### config.mk
export PLATFORM = sky130hd
export DESIGN_NAME = exprom_ctrl
export DESIGN_NICKNAME = d
export VERILOG_FILES = /design/src/rtl/exprom_ctrl.sv
export SDC_FILE = /design/constraint.sdc
export NUM_CORES = 1
export LEC_CHECK = 0
export CAP_MARGIN = 20
export CORE_MARGIN = 4
export CORE_UTILIZATION = 31
export DETAILED_ROUTE_END_ITERATION = 6
export GPL_ROUTABILITY_DRIVEN = 0
export PLACE_DENSITY = 0.76
export SETUP_SLACK_MARGIN = 0.02
export SLEW_MARGIN = 15
export SYNTH_ARGS = -nofsm -noshare
export SYNTH_HDL_FRONTEND = slang
export SYNTH_SLANG_ARGS = --single-unit
### constraint.sdc
create_clock -name clk -period 1.3 [get_ports clk]
set_clock_uncertainty 0.05 [all_clocks]
set_input_delay 0.195 -clock clk [delete_from_list [all_inputs] [get_ports clk]]
set_output_delay 0.195 -clock clk [all_outputs]
set_load 0.01 [all_outputs]
### src/rtl/exprom_ctrl.sv
// rtl/exprom_ctrl.sv - PCI expansion-ROM access controller with byte-lane read-modify-write
//
// Arbitrates between a PCI-target read port and a loader write port in front of a
// synchronous ROM with RD_LAT clock edges of read latency (legal 1..3).
// Ports:
//   clk, rst_n            sole clock (rising edge), synchronous active-low reset
//   rd_req/rd_addr        read request (held until rd_ack), dword address
//   rd_ack/rd_data        one-cycle completion pulse, read word (held afterwards)
//   wr_req/wr_addr/
//   wr_data/wr_be         write request (held until wr_ack), address, data, lane enables
//   wr_ack                one-cycle write completion pulse
//   rom_en/rom_wren/
//   rom_addr/rom_dinp     registered ROM controls, one-to-one with the ROM pins
//   rom_dout              ROM read data
//   busy                  high whenever the controller is not idle
// Configuration:
//   EXPROM_WRITE_EN       defined: writes reach the ROM (full-word or RMW merge).
//                         undefined: writes are acknowledged without ROM access and
//                         rom_wren is tied low.
module exprom_ctrl #(
    parameter int RD_LAT = 1
) (
    input  logic        clk,
    input  logic        rst_n,
    input  logic        rd_req,
    input  logic [8:0]  rd_addr,
    output logic        rd_ack,
    output logic [31:0] rd_data,
    input  logic        wr_req,
    input  logic [8:0]  wr_addr,
    input  logic [31:0] wr_data,
    input  logic [3:0]  wr_be,
    output logic        wr_ack,
    output logic        rom_en,
    output logic        rom_wren,
    output logic [8:0]  rom_addr,
    output logic [31:0] rom_dinp,
    input  logic [31:0] rom_dout,
    output logic        busy
);

`ifdef EXPROM_WRITE_EN
    typedef enum logic [2:0] {
        IDLE        = 3'd0,
        RD_ISSUE    = 3'd1,
        RD_WAIT     = 3'd2,
        RD_ACK      = 3'd3,
        WR_RMW_RD   = 3'd4,
        WR_RMW_WAIT = 3'd5,
        WR_WRITE    = 3'd6,
        WR_ACK      = 3'd7
    } state_t;
`else
    typedef enum logic [2:0] {
        IDLE        = 3'd0,
        RD_ISSUE    = 3'd1,
        RD_WAIT     = 3'd2,
        RD_ACK      = 3'd3,
        WR_ACK      = 3'd7
    } state_t;
`endif

    // The wait state lasts RD_LAT cycles: the edge ending the issue cycle is the
    // ROM sample edge, and data is captured on the edge ending the last wait cycle.
    localparam logic [1:0] WAIT_INIT = 2'(RD_LAT - 1);

    localparam logic GRANT_RD = 1'b0;
    localparam logic GRANT_WR = 1'b1;

    state_t     state;
    logic [1:0] wait_cnt;
    logic       last_grant;

`ifdef EXPROM_WRITE_EN
    logic [31:0] wbuf_data;
    logic [3:0]  wbuf_be;

    function automatic logic [31:0] lane_merge(input logic [31:0] old_w,
                                               input logic [31:0] new_w,
                                               input logic [3:0]  be);
        logic [31:0] res;
        res = old_w;
        for (int i = 0; i < 4; i++) begin
            if (be[i]) begin
                res[8*i +: 8] = new_w[8*i +: 8];
            end
        end
        return res;
    endfunction
`else
    // Write address/data are irrelevant when the ROM cannot be written.
    logic unused_wr;
    assign unused_wr = ^{wr_addr, wr_data, wr_be};
    assign rom_wren  = 1'b0;
    assign rom_dinp  = 32'h0;
`endif

    always_ff @(posedge clk) begin
        if (!rst_n) begin
            state      <= IDLE;
            wait_cnt   <= 2'd0;
            last_grant <= GRANT_WR;
            rd_ack     <= 1'b0;
            wr_ack     <= 1'b0;
            rom_en     <= 1'b0;
            rom_addr   <= 9'h0;
            rd_data    <= 32'h0;
            busy       <= 1'b0;
`ifdef EXPROM_WRITE_EN
            rom_wren   <= 1'b0;
            rom_dinp   <= 32'h0;
            wbuf_data  <= 32'h0;
            wbuf_be    <= 4'h0;
`endif
        end else begin
            // Strobes are single-cycle unless a transition below re-asserts them.
            rd_ack <= 1'b0;
            wr_ack <= 1'b0;
            rom_en <= 1'b0;
`ifdef EXPROM_WRITE_EN
            rom_wren <= 1'b0;
`endif
            case (state)
                IDLE: begin
                    // Read wins when alone, or when both pend and write went last.
                    if (rd_req && (!wr_req || last_grant == GRANT_WR)) begin
                        state      <= RD_ISSUE;
                        rom_en     <= 1'b1;
                        rom_addr   <= rd_addr;
                        last_grant <= GRANT_RD;
                        busy       <= 1'b1;
                    end else if (wr_req) begin
                        last_grant <= GRANT_WR;
                        busy       <= 1'b1;
`ifdef EXPROM_WRITE_EN
                        wbuf_data <= wr_data;
                        wbuf_be   <= wr_be;
                        if (wr_be == 4'hF) begin
                            state    <= WR_WRITE;
                            rom_en   <= 1'b1;
                            rom_wren <= 1'b1;
                            rom_addr <= wr_addr;
                            rom_dinp <= wr_data;
                        end else if (wr_be == 4'h0) begin
                            state  <= WR_ACK;
                            wr_ack <= 1'b1;
                        end else begin
                            state    <= WR_RMW_RD;
                            rom_en   <= 1'b1;
                            rom_addr <= wr_addr;
                        end
`else
                        state  <= WR_ACK;
                        wr_ack <= 1'b1;
`endif
                    end
                end
                RD_ISSUE: begin
                    state    <= RD_WAIT;
                    wait_cnt <= WAIT_INIT;
                end
                RD_WAIT: begin
                    if (wait_cnt == 2'd0) begin
                        rd_data <= rom_dout;
                        rd_ack  <= 1'b1;
                        state   <= RD_ACK;
                    end else begin
                        wait_cnt <= wait_cnt - 2'd1;
                    end
                end
                RD_ACK: begin
                    state <= IDLE;
                    busy  <= 1'b0;
                end
`ifdef EXPROM_WRITE_EN
                WR_RMW_RD: begin
                    state    <= WR_RMW_WAIT;
                    wait_cnt <= WAIT_INIT;
                end
                WR_RMW_WAIT: begin
                    if (wait_cnt == 2'd0) begin
                        rom_dinp <= lane_merge(rom_dout, wbuf_data, wbuf_be);
                        rom_en   <= 1'b1;
                        rom_wren <= 1'b1;
                        state    <= WR_WRITE;
                    end else begin
                        wait_cnt <= wait_cnt - 2'd1;
                    end
                end
                WR_WRITE: begin
                    state  <= WR_ACK;
                    wr_ack <= 1'b1;
                end
`endif
                WR_ACK: begin
                    state <= IDLE;
                    busy  <= 1'b0;
                end
                default: begin
                    state <= IDLE;
                    busy  <= 1'b0;
                end
            endcase
        end
    end

endmodule

==> results of run 1 <==
-- where the power goes --
part | switching [W] | total (W) | internal, W
logic | 0.000525 | 0.00110 | 0.000572
clock network | 0.000530 | 0.000968 | 0.000437
registers | 0.0000878 | 0.00181 | 0.00172
total | 0.00114 | 0.00387 | 0.00273
-- Yosys cell counts, drive strengths merged (2+ instances only) --
cell type | instances | area (µm²)
a21boi | 34 | 349
a21oi | 5 | 25.0
and2 | 2 | 12.5
and3 | 2 | 12.5
and4 | 2 | 17.5
buf | 44 | 344
clkbuf | 5 | 18.8
dfxtp | 51 | 1020
inv | 3 | 11.3
mux2i | 9 | 90.1
nand2 | 88 | 330
nand2b | 2 | 12.5
nor4 | 2 | 12.5
o21ai | 3 | 15.0
o22ai | 2 | 12.5
-- metal layers --
metal,up-vias,share of wire
met3,8,0.096
met1,898,0.42
li1,975,-
met4,0,0.015
met5,-,0
met2,76,0.47
-- worst reg2reg max path, stage by stage, from the launching register on --
cell       delay, ns
dfxtp_2         0.33
inv_2           0.06
ha_4            0.15
and4bb_4        0.31
clkbuf_16       0.18
nand2_1         0.07
a21boi_2        0.12
-- logic make-up after synthesis --
logic type / Yosys count / synth area share
compound gates: 44 / 0.170
fa+ha+maj: 1 / 0.00530
buf+inv: 52 / 0.159
flops: 51 / 0.433
mux: 9 / 0.0382
other cells: 1 / 0.00159
simple gates: 104 / 0.194
-- metrics by stage --
stage / cell area, µm² / power, W / setup TNS (ns) / setup slack [ns] / instances
after floorplan: 2500 / 0.00251 / 0 / 0.0270 / 294
after global placement: 3280 / 0.00293 / -0.629 / -0.0929 / 447
after detailed placement: 3280 / 0.00296 / -0.820 / -0.0991 / 447
after CTS: 3320 / 0.00385 / -0.307 / -0.0397 / 455
after global routing: 3430 / 0.00412 / -2.45 / -0.101 / 460
final: 3430 / 0.00387 / -0.172 / -0.0313 / 460
-- layout make-up --
cell class	count	area, µm²
Clock inverter	1	8.76
Sequential cell	51	1030
Inverter	3	11.3
Multi-Input combinational cell	191	1120
Timing Repair Buffer	108	1050
Clock buffer	7	86.3
Fill cell	719	3900
Tap cell	99	124
-- state kept, by name, summed over array words and instances, names as in the netlist --
| register | flops |
|---|---|
| busy | 1 |
| last_grant | 1 |
| rd_ack | 1 |
| rd_data | 32 |
| rom_addr | 9 |
| rom_en | 1 |
| state | 3 |
| wait_cnt | 2 |
| wr_ack | 1 |
-- repair_timing --
action	in CTS	in global routing
buffers inserted	0	2
gates cloned	0	3
endpoints found under the setup margin	78	44
gates resized for setup	48	12
pin swaps	0	4
hold buffers	0	0
-- path summary, 6_finish.rpt --
| path | from | to | slack [ns] | cells after the start |
|---|---|---|---|---|
| setup / recovery | wait_cnt[1] | rd_data[7] | -0.03 | 6 |
| hold / removal | rst_n | last_grant | 0.18 | 2 |
| setup reg to reg | wait_cnt[1] | rd_data[7] | -0.03 | 6 |
| hold reg to reg | rd_data[5] | rd_data[5] | 0.40 | 2 |
==> results.yml, run 1 <==
run_status:
  outcome: "complete, but fails checks"
  violations: "setup timing"
die:
  coreArea_um2: 7330
  die_x_um: 95.2
  die_area_um2: 9070
  io_pins: 168
  die_h_um: 95.2
  start_util: 0.322
  num_rows: 31
cells_and_area:
  fin_nets: 451
  n_antenna_cell: 0
  syn2layout_area_growth_pct: 45.5
  drive_gt1_frac: 0.180
  final_cell_mix: "nand2_1 (88), dfxtp_1 (46), dlygate4sd2_1 (45)"
  mostFrequentLayoutCell: "nand2_1"
  postLayoutCoreUtil: 0.468
sta:
  fin_crit_sh: 1.02
  whs_ns: 0.185
  fmax_mhz: 751
  period_minus_slack_ns: 1.33
  setup_ws_ns: -0.0313
  drv_slew: 0
  finalHoldViolations: 0
  setup_viol: 15
  rsz0062_at_grt: "true"
clocking:
  cts_root_buffer: "clkbuf_8"
  max-clock-path-buffers: 2
  cts_buffers: 5
  cts_sinks: 51
  tritoncts: "done"
  insertion_delay_ns: 0.30
  clk_pin_slew_worst_paths_ns: 0.09
  htreeDepth: 2
worst_setup_path:
  required_ns: 1.49
  path_buf_inv: 2
  end_kind: "register"
  cpPeakStageDelay_ns: 0.33
  crit_family: "simple AND/OR/NAND/NOR gates"
  cp_slowest_cell: "dfxtp_2"
  cp-start-kind: "register"
  critPathKind: "reg2reg"
  crit_arrival_ns: 1.52
  worst-path-max-fanout: 12
  worstPathCellList: "inv_2 -> ha_4 -> and4bb_4 -> clkbuf_16 -> nand2_1 -> a21boi_2"
grt:
  grt_overflow: 0
  grtUsageMet3: 0.0395
  grt.busiest_layer: "met2"
  grt_pass1_vias: 1821
  grt_pass1_wl_mm: 8.07
  grt_max_degree: 28
  antenna_found_initial: 0
  grt_use_met2: 0.188
  grt.total_usage: 0.111
  met1_usage: 0.130
synth:
  ys.flop_type: "dfxtp_1"
  synth_enable_flop_cells: 0
  synth_seq_area_share: 0.433
  ys_async_sr_fraction: 0
  netlist_instances: 262
  yosysWarnings: 0
  post_synth.cell_area_avg_um2: 9.01
  ys_seq_elements: 51
  synth_area_um2: 2360
  synth_cell_types: 27
route:
  totalWireLength_mm: 5.51
  wire_per_inst_um: 12.0
  vias: 1957
  drtAntennaViolNets: 0
  drc_errors: 0
  drt_iter0_drc: 48
  via_per_inst: 4.25
  detail_route.first_pass.iterations: 4
place:
  dp_hpwl_mm: 3.83
  port_buffers: 89
power_and_ir_drop:
  p_per_area_nw_per_um2: 1130
  irDropWorstVdd_uv: 504
  leakage_nw: 1.50
min_path:
  worst_hold_path_type: "in2reg"
job:
  max_cap_viol_count: 0
Power figures use the tool's default switching activity.
==> run 2: changes to the inputs <==
- CORE_UTILIZATION: 31 -> 45
- DONT_BUFFER_PORTS: unset -> 1
- PLACE_DENSITY: 0.76 -> 0.62
==> run 2 against run 1 <==
The run still ends with setup timing left; clock power up 8%; worst setup slack better by 0.0087 ns; cell area down 14%; core utilization up 11 points; die area down 29%; register-to-register slack about the same; sequential cell count unchanged; sequential share of layout area up 4.9 points; count of clock-buffer cells in the layout down 1; first-iteration DRC count up 25%; critical path type unchanged; largest cell class unchanged; largest power group unchanged.
==> results.yml, run 2 (synthesis gave the netlist of run 1 again) <==
run_status:
  outcome: "complete, but fails checks"
  violations: "setup timing"
worst_setup_path:
  end_kind: "register"
  cp-start-kind: "register"
  required_ns: 1.48
  r2r_slack_ns: -0.02
  crit_arrival_ns: 1.51
  worst-path-max-fanout: 12
  critPathKind: "reg2reg"
die:
  die_area_um2: 6470
  start_util: 0.462
  coreArea_um2: 5110
  die_h_um: 80.4
  num_rows: 26
  io_pins: 168
  die_x_um: 80.4
clocking:
  max-clock-path-buffers: 2
  htreeDepth: 2
  cts_sinks: 51
  clk_pin_slew_worst_paths_ns: 0.08
  cts_root_buffer: "clkbuf_8"
  tritoncts: "done"
  postCtsSetupBuffers: 0
  cts_buffers: 5
  insertion_delay_ns: 0.30
sta:
  setup_viol: 15
  fin_crit_sh: 1.02
  period_minus_slack_ns: 1.32
  drv_slew: 0
  finalSetupTns_ns: -0.183
  rsz0062_at_grt: "true"
  finalHoldViolations: 0
  fmax_mhz: 756
  setup_ws_ns: -0.0226
power_and_ir_drop:
  leakage_nw: 1.13
  irDropWorstVdd_uv: 544
  p_per_area_nw_per_um2: 1280
  power_w: 0.00376
cells_and_area:
  multiInputGateArea_um2: 1110
  syn2layout_area_growth_pct: 24.4
  fin_nets: 398
  final_cell_mix: "nand2_1 (88), dfxtp_1 (47), dlygate4sd3_1 (43)"
  ff_latch_area_um2: 1030
  mostFrequentLayoutCell: "nand2_1"
  fillers: 465
  top_regs: "rd_data (32), rom_addr (9), state (3)"
  drive_gt1_frac: 0.179
  largest_reg_flops: 32
  top_register: "rd_data"
  n_antenna_cell: 0
route:
  wire_per_inst_um: 14.1
  drc_errors: 0
  drtAntennaViolNets: 0
  drt_iter0_drc: 60
  totalWireLength_mm: 5.31
  vias: 1739
  detail_route.first_pass.iterations: 4
  via_per_inst: 4.61
grt:
  grt.total_usage: 0.155
  antenna_found_initial: 0
  grt_overflow: 0
  grt_pass1_wl_mm: 7.73
  grt_pass1_vias: 1652
  grt_max_degree: 51
place:
  port_buffers: 0
  dp_hpwl_mm: 3.17
job:
  max_cap_viol_count: 0
min_path:
  worst_hold_path_type: "in2reg"
run 2: through the flow:
stage | area, µm² | instances | hold WS [ns] | util | worst slack [ns]
after floorplan | 2500 | 294 | 0.280 | - | 0.0270
after global routing | 2940 | 377 | 0.000788 | 0.575 | -0.105
final | 2940 | 377 | 0.00989 | 0.575 | -0.0226
after global placement | 2330 | 325 | 0.231 | 0.457 | 0.00120
after CTS | 2870 | 374 | -0.00485 | 0.561 | -0.0317
after detailed placement | 2330 | 325 | 0.234 | 0.457 | -0.0250
run 2: final timing paths:
path                             startpoint     endpoint  cells past startpoint
worst max-delay path            wait_cnt[1]  rd_data[21]                      6
worst min register to register  rd_data[31]  rd_data[31]                      2
worst max register to register  wait_cnt[1]  rd_data[21]                      6
worst min-delay path                  rst_n  rd_data[10]                      1
run 2: where the power goes:
| part | switching [W] | total, W | internal, W | leakage, nW |
|---|---|---|---|---|
| combinational | 0.000400 | 0.000808 | 0.000408 | 0.661 |
| clock | 0.000488 | 0.00105 | 0.000565 | 0.0513 |
| sequential | 0.000177 | 0.00190 | 0.00172 | 0.418 |
run 2: what timing repair did:
action | in CTS | in global routing
hold endpoints to repair | 48 | 2
gates resized for setup | 3 | 9
gates cloned | 0 | 1
hold buffers | 42 | 2
endpoints found under the setup margin | 33 | 44
pin swaps | 0 | 1
run 2: cell type report:
cell class                      count  share of cell area
Inverter                            3             0.00383
Sequential cell                    51               0.349
Timing Repair Buffer               55               0.203
Tap cell                           70              0.0298
Multi-Input combinational cell    191               0.379
Clock buffer                        6              0.0247
Clock inverter                      1              0.0102
run 2: metal layers:
metal	global-route usage	share of wire	vias up
met5	0	0	-
met4	0.0456	0.0098	0
met3	0.0594	0.093	6
met2	0.281	0.50	66
met1	0.167	0.40	798
li1	-	-	869
run 2: worst max-delay path, cell delays in order, from the launching register on:
cell and delay [ns]:
dfxtp_2 0.33, inv_2 0.06, ha_4 0.15, and4bb_4 0.31, clkbuf_16 0.18, nand2_1 0.07, a21boi_2 0.10
